--- src/rtl/row_token_gen_pkg.sv ---
// Shared definitions for the row token generator.
// Holds the default row count, the matching address width and the
// encoding of the scan FSM states.
package row_token_gen_pkg;

    localparam int NROWS_DEF  = 16;
    localparam int ADDR_W_DEF = 4;

    typedef enum logic [1:0] {
        ST_IDLE  = 2'd0,
        ST_ISSUE = 2'd1,
        ST_FIN   = 2'd2
    } state_t;

endpackage

--- src/rtl/row_token_gen_lsb_pick.sv ---
// row_lsb_pick: combinational lowest-set-bit selector.
// Ports:
//   mask   - input row mask
//   onehot - one-hot of the lowest set bit of mask (zero if mask is zero)
//   idx    - binary index of that bit (zero if mask is zero)
//   any    - mask has at least one bit set
module row_lsb_pick
    import row_token_gen_pkg::*;
#(
    parameter int NROWS  = NROWS_DEF,
    parameter int ADDR_W = ADDR_W_DEF
) (
    input  logic [NROWS-1:0]  mask,
    output logic [NROWS-1:0]  onehot,
    output logic [ADDR_W-1:0] idx,
    output logic              any
);

    // Two's-complement trick isolates the lowest set bit.
    assign onehot = mask & (~mask + {{(NROWS-1){1'b0}}, 1'b1});
    assign any    = |mask;

    // Scan from the top down so the lowest set bit wins last.
    always_comb begin
        idx = '0;
        for (int i = NROWS - 1; i >= 0; i--) begin
            if (mask[i]) idx = ADDR_W'(i);
        end
    end

endmodule

--- src/rtl/row_token_gen.sv ---
// row_token_gen: scans a captured row hit map and hands out a one-hot
// token per hit row, lowest index first, one grant per acknowledged cycle.
// Ports:
//   Clk, Reset_b - clock, asynchronous active-low reset
//   Start        - request to scan Hit (ignored while Busy)
//   Hit          - row hit flags, captured on accepted Start
//   Ack          - downstream consumed the current token
//   Token        - one-hot row grant, zero when TokenValid is low
//   TokenValid   - Token holds a grant
//   RowAddr      - binary index of the granted row, zero when idle
//   Busy         - scan in progress (low only in IDLE)
//   Done         - one-cycle pulse at end of scan
//   dbg_state    - current FSM state, for observation only
//
// Handshake: a grant is presented while TokenValid=1 and is consumed on
// a rising edge where Ack=1; Ack with TokenValid=0 has no effect.
module row_token_gen
    import row_token_gen_pkg::*;
#(
    parameter int NROWS  = NROWS_DEF,
    parameter int ADDR_W = ADDR_W_DEF
) (
    input  logic              Clk,
    input  logic              Reset_b,
    input  logic              Start,
    input  logic [NROWS-1:0]  Hit,
    input  logic              Ack,
    output logic [NROWS-1:0]  Token,
    output logic              TokenValid,
    output logic [ADDR_W-1:0] RowAddr,
    output logic              Busy,
    output logic              Done,
    output logic [1:0]        dbg_state
);

    state_t              state, state_nxt;
    logic [NROWS-1:0]    pending, pending_nxt;
    logic [NROWS-1:0]    token_nxt;
    logic [ADDR_W-1:0]   addr_nxt;
    logic                valid_nxt, busy_nxt, done_nxt;

    logic [NROWS-1:0]    pick_mask, pick_onehot;
    logic [ADDR_W-1:0]   pick_idx;
    logic                pick_any;

    // In IDLE the picker looks at the incoming hit map so the first grant
    // is ready the cycle after Start; while issuing it looks at what
    // remains once the current grant is retired.
    assign pick_mask = (state == ST_IDLE) ? Hit : (pending & ~Token);

    row_lsb_pick #(
        .NROWS  (NROWS),
        .ADDR_W (ADDR_W)
    ) u_pick (
        .mask   (pick_mask),
        .onehot (pick_onehot),
        .idx    (pick_idx),
        .any    (pick_any)
    );

    assign dbg_state = state;

    always_comb begin
        state_nxt   = state;
        pending_nxt = pending;
        token_nxt   = Token;
        addr_nxt    = RowAddr;
        valid_nxt   = TokenValid;
        busy_nxt    = Busy;
        done_nxt    = 1'b0;
        case (state)
            ST_IDLE: begin
                busy_nxt  = 1'b0;
                valid_nxt = 1'b0;
                token_nxt = '0;
                addr_nxt  = '0;
                if (Start) begin
                    pending_nxt = Hit;
                    busy_nxt    = 1'b1;
                    if (pick_any) begin
                        state_nxt = ST_ISSUE;
                        token_nxt = pick_onehot;
                        addr_nxt  = pick_idx;
                        valid_nxt = 1'b1;
                    end else begin
                        state_nxt = ST_FIN;
                        done_nxt  = 1'b1;
                    end
                end
            end
            ST_ISSUE: begin
                if (Ack) begin
                    pending_nxt = pick_mask;
                    if (pick_any) begin
                        token_nxt = pick_onehot;
                        addr_nxt  = pick_idx;
                    end else begin
                        state_nxt = ST_FIN;
                        token_nxt = '0;
                        addr_nxt  = '0;
                        valid_nxt = 1'b0;
                        done_nxt  = 1'b1;
                    end
                end
            end
            ST_FIN: begin
                state_nxt   = ST_IDLE;
                pending_nxt = '0;
                busy_nxt    = 1'b0;
            end
            default: begin
                state_nxt   = ST_IDLE;
                pending_nxt = '0;
                token_nxt   = '0;
                addr_nxt    = '0;
                valid_nxt   = 1'b0;
                busy_nxt    = 1'b0;
            end
        endcase
    end

    always_ff @(posedge Clk or negedge Reset_b) begin
        if (!Reset_b) begin
            state      <= ST_IDLE;
            pending    <= '0;
            Token      <= '0;
            RowAddr    <= '0;
            TokenValid <= 1'b0;
            Busy       <= 1'b0;
            Done       <= 1'b0;
        end else begin
            state      <= state_nxt;
            pending    <= pending_nxt;
            Token      <= token_nxt;
            RowAddr    <= addr_nxt;
            TokenValid <= valid_nxt;
            Busy       <= busy_nxt;
            Done       <= done_nxt;
        end
    end

endmodule

--- config.mk ---
export PLATFORM = sky130hd
export DESIGN_NAME = row_token_gen
export DESIGN_NICKNAME = d
export VERILOG_FILES = /design/src/rtl/row_token_gen_pkg.sv /design/src/rtl/row_token_gen_lsb_pick.sv /design/src/rtl/row_token_gen.sv
export SDC_FILE = /design/constraint.sdc
export NUM_CORES = 1
export LEC_CHECK = 0
export ABC_AREA = 0
export CORE_MARGIN = 1.5
export CORE_UTILIZATION = 52
export DETAILED_ROUTE_END_ITERATION = 6
export PLACE_DENSITY = 0.9
export SKIP_CTS_REPAIR_TIMING = 1
export SYNTH_ARGS = -nofsm -noshare
export SYNTH_HDL_FRONTEND = slang
export SYNTH_SLANG_ARGS = --single-unit
--- constraint.sdc ---
create_clock -name Clk -period 2.4 [get_ports Clk]
set_input_delay 0.24 -clock Clk [delete_from_list [all_inputs] [get_ports Clk]]
set_output_delay 0.24 -clock Clk [all_outputs]
set_load 0.02 [all_outputs]
==> tab_implementation.tex <==
\begin{tabular}{lr}
\hline
Metric & Value \\
\hline
\multicolumn{2}{l}{\textbf{Drt}} \\
First-iteration detailed-routing DRC count & 171 \\
Per-cell via count in the routed design & 6.045 \\
Detail Route met3 WL & 456 µm \\
Amount of wire on met2 after detailed routing & approximately 2700 µm \\
WL per Instance & 17.30 µm \\
Metal1 wirelength & 2506 µm \\
Vias after detailed routing & 2007 \\
Highest routing layer actually used & met4 \\
Total Wirelength & $\sim$5700 µm \\
Count of antenna-violating nets left after detailed routing & 0 \\
Detailed-route DRC error count & 0 \\
Iteration count of the initial detailed-routing pass & 4 \\
\multicolumn{2}{l}{\textbf{Place}} \\
Worst Setup Slack post-DPL & approximately 0.14 ns \\
Weighted congestion at the end of routability-driven global placement & about 0.91 \\
PortBufs & 44 \\
Placed cell areas & 2913 µm² \\
Number of instances in the placed design & about 320 \\
HPWL reported at the end of detailed placement & 3986 µm \\
\multicolumn{2}{l}{\textbf{Run status}} \\
Status & finished clean \\
\multicolumn{2}{l}{\textbf{STA}} \\
Minimum clock period after layout & around 2.3 ns \\
Worst Clk Skew & 0.003928 ns \\
Setup WS post-layout & 0.1289 ns \\
\# setup viols final & 0 \\
Number of endpoints with negative hold slack in the final report & 0 \\
Slew headroom & 39.22\% \\
Total count of max-transition violations in the final report & 0 \\
Fin Setup TNS & 0 ns \\
Actual transition at the worst max-transition pin & between 0.9 and 1 ns \\
Hold Worst Slack & between 0.07 and 0.08 ns \\
Share of the clock period used by the worst path after layout & a little over nine tenths \\
Achievable frequency & about 440 MHz \\
\multicolumn{2}{l}{\textbf{Global route}} \\
Largest net degree at the start of global routing & 42 \\
All-layer global routing usage & between 20\% and 30\% \\
Number of global-route vias before repair & 1872 \\
Global-route congestion overflow total & 0 \\
Global-route wire length before repair & 9301 µm \\
Initial antenna violation count & 0 \\
\multicolumn{2}{l}{\textbf{Synthesis}} \\
Share of synthesized cell area in and, or, nand and nor gates & between 20\% and 30\% \\
Primary flip-flop cell chosen by synthesis mapping & dfrtp\_1 \\
Share of flip-flops with an asynchronous set or reset after synthesis & 100.0\% \\
Yosys warning total & 0 \\
Dominant combinational cell family by area after synthesis & simple AND/OR/NAND/NOR gates \\
Mean instance size in the synthesized netlist & 10.40 µm² \\
Number of synthesized flops with an enable pin & 0 \\
Synthesized cell area & roughly 2400 µm² \\
Post-Syn Instances & between 200 and 250 \\
Multiplexer fraction of the synthesized cell area & 15.85\% \\
Seq/Total Area, Yosys & a little over two fifths \\
Post-Synth Adder-Cell Area & 0\% \\
Post-synthesis sequential element count & slightly above 40 \\
Unique masters post-synth & 45 \\
Total nets after synthesis & 247 \\
Fraction of the mapped netlist area in compound gates & between 10\% and 20\% \\
Synthesized-area fraction occupied by xor and xnor cells & 0\% \\
\multicolumn{2}{l}{\textbf{Pwr}} \\
Worst vdd rail ir drop & between 0.9 and 1 mV \\
Power per Cell Area & approximately 1500 nW/µm² \\
Leakage & 1.323 nW \\
\multicolumn{2}{l}{\textbf{Setup path}} \\
WP data arrival & $\sim$2.5 ns \\
CP max stage cell & nor4\_4 \\
Crit path capture type & flip-flop \\
Required time at the endpoint of the critical path & 2.59 ns \\
Kind of critical path & flip-flop to flip-flop \\
Cell-by-cell listing of the critical path & nor2\_4 -> buf\_12 -> mux2i\_4 -> nand4\_2 -> nor4\_4 -> nand2\_1 -> a31o\_1 \\
Category of the worst setup path launch point & flip-flop \\
Critical-path maximum fanout & 23 \\
CP max stage delay & $\sim$0.48 ns \\
\multicolumn{2}{l}{\textbf{Die}} \\
Ports & 45 \\
Number of standard-cell rows in the floorplan & 24 \\
Initial core utilization & between 50\% and 60\% \\
Core Box Area & approximately 4400 µm² \\
Die area & roughly 5000 µm² \\
Die Y & $\sim$70 µm \\
Die X & between 70 and 80 µm \\
\multicolumn{2}{l}{\textbf{Cells and area}} \\
Synthesis-to-layout area growth & 29.27\% \\
Most frequent cells in the layout & clkdlybuf4s50\_1, dfrtp\_1, nor2b\_1 \\
Most common cell after layout, fill and taps aside & clkdlybuf4s50\_1 \\
Layout cell share with drive strength beyond 1 & between 10\% and 20\% \\
Nets & 300 \\
Final cell count without fillers & between 300 and 400 \\
Antenna diode count & 0 \\
Post-route cell area & roughly 3100 µm² \\
\multicolumn{2}{l}{\textbf{Clock network}} \\
CTS max path bufs & 2 \\
Clock tree root buffer cell & clkbuf\_8 \\
Clk pin slew, worst setup/hold paths & approximately 0.070 ns \\
H-tree level count & 2 \\
Sink Count & 41 \\
CTS tree & built \\
CTS Buf Count & 5 \\
Clock insertion delay at the later pin of the skew report & 0.29 ns \\
\multicolumn{2}{l}{\textbf{Min path}} \\
Hold WC Path Type & input port to asynchronous set/reset pin \\
\multicolumn{2}{l}{\textbf{Run}} \\
Number of maximum-capacitance constraint violations & 0 \\
\hline
\end{tabular}
-- critical path, delay by kind of cell (launching register included) --
kind,cells,cell delay (ns)
buffers and inverters,1,0.22
flip-flops,1,0.41
multiplexers,1,0.32
AO/OA/AOI/OAI,1,0.23
AND/OR/NAND/NOR,4,0.99
-- kinds of logic (layout without fill, tap and decap cells) --
group                  count (synthesis)  count (layout)
and+or+nand+nor                       81              81
AOI/OAI and AO/OA                     56              56
DFF                                   41              41
muxes                                 33              33
buffers and inverters                 16              69
-- per-stage QoR --
step | power [mW] | utilization [%]
after floorplan | 3.139 | -
after global placement | 3.975 | 66.90
after detailed placement | 4.048 | 66.90
after CTS | 4.519 | 68.88
after global routing | 4.911 | 70.06
final | 4.625 | 70.06
-- flip-flops by register name (all words and copies together), names as in the netlist --
name / cells
pending: 16
Token: 16
dbg_state: 2
RowAddr: 4
Done: 1
Busy: 1
TokenValid: 1
-- where the power goes --
part	total, mW	internal, mW	switching [mW]	leakage [nW]
combinational	3.08	1.40	1.67	0.734
clock	0.456	0.228	0.228	0.0443
sequential	1.09	0.933	0.159	0.545
-- cell type report --
cell class / instances / area [µm²]
fillers: 309 / 1304
flip-flops and latches: 41 / 1026
multi-input cells: 170 / 1305
well taps: 52 / 65.06
repair buffers: 58 / 553.0
inverters: 4 / 15.01
clock buffers: 7 / 86.33
-- final timing paths --
path / from / endpoint / slack (ns) / cells past startpoint
worst max-delay path: dbg_state[0]$_DFFE_PN0P_ / TokenValid$_DFFE_PN0P_ / 0.13 / 7
min in group Clk: RowAddr[0]$_DFFE_PN0P_ / RowAddr[0]$_DFFE_PN0P_ / 0.50 / 2
worst min register to register: RowAddr[0]$_DFFE_PN0P_ / RowAddr[0]$_DFFE_PN0P_ / 0.50 / 2
max in group asynchronous: Reset_b / Token[7]$_DFFE_PN0P_ / 1.75 / 1
worst min-delay path: Reset_b / pending[12]$_DFFE_PN0P_ / 0.08 / 1
worst max register to register: dbg_state[0]$_DFFE_PN0P_ / TokenValid$_DFFE_PN0P_ / 0.13 / 7
-- routing by layer --
metal,up-vias,global-route usage [%]
met5,-,0
met4,0,10.68
met3,11,3.896
met2,89,35.53
met1,971,33.99
li1,936,-
-- synthesized netlist by cell type (3+ instances only) --
cell	count	area share (%)
a21oi_1	6	1.3
nand2_1	15	2.4
nand4_2	3	1.6
mux2i_2	9	5.2
inv_1	4	0.64
o21ai_0	13	2.8
a22o_1	12	4.5
clkbuf_1	7	1.1
a32o_1	7	3.0
nor3_1	4	0.85
nor3b_1	3	0.95
dfrtp_1	41	43
mux2_2	8	3.8
nand2b_1	5	1.3
nor2_1	16	2.5
mux2i_1	16	6.8
o21ai_1	4	0.85
nor2b_1	17	4.5
(Power assumes the default switching activity.)
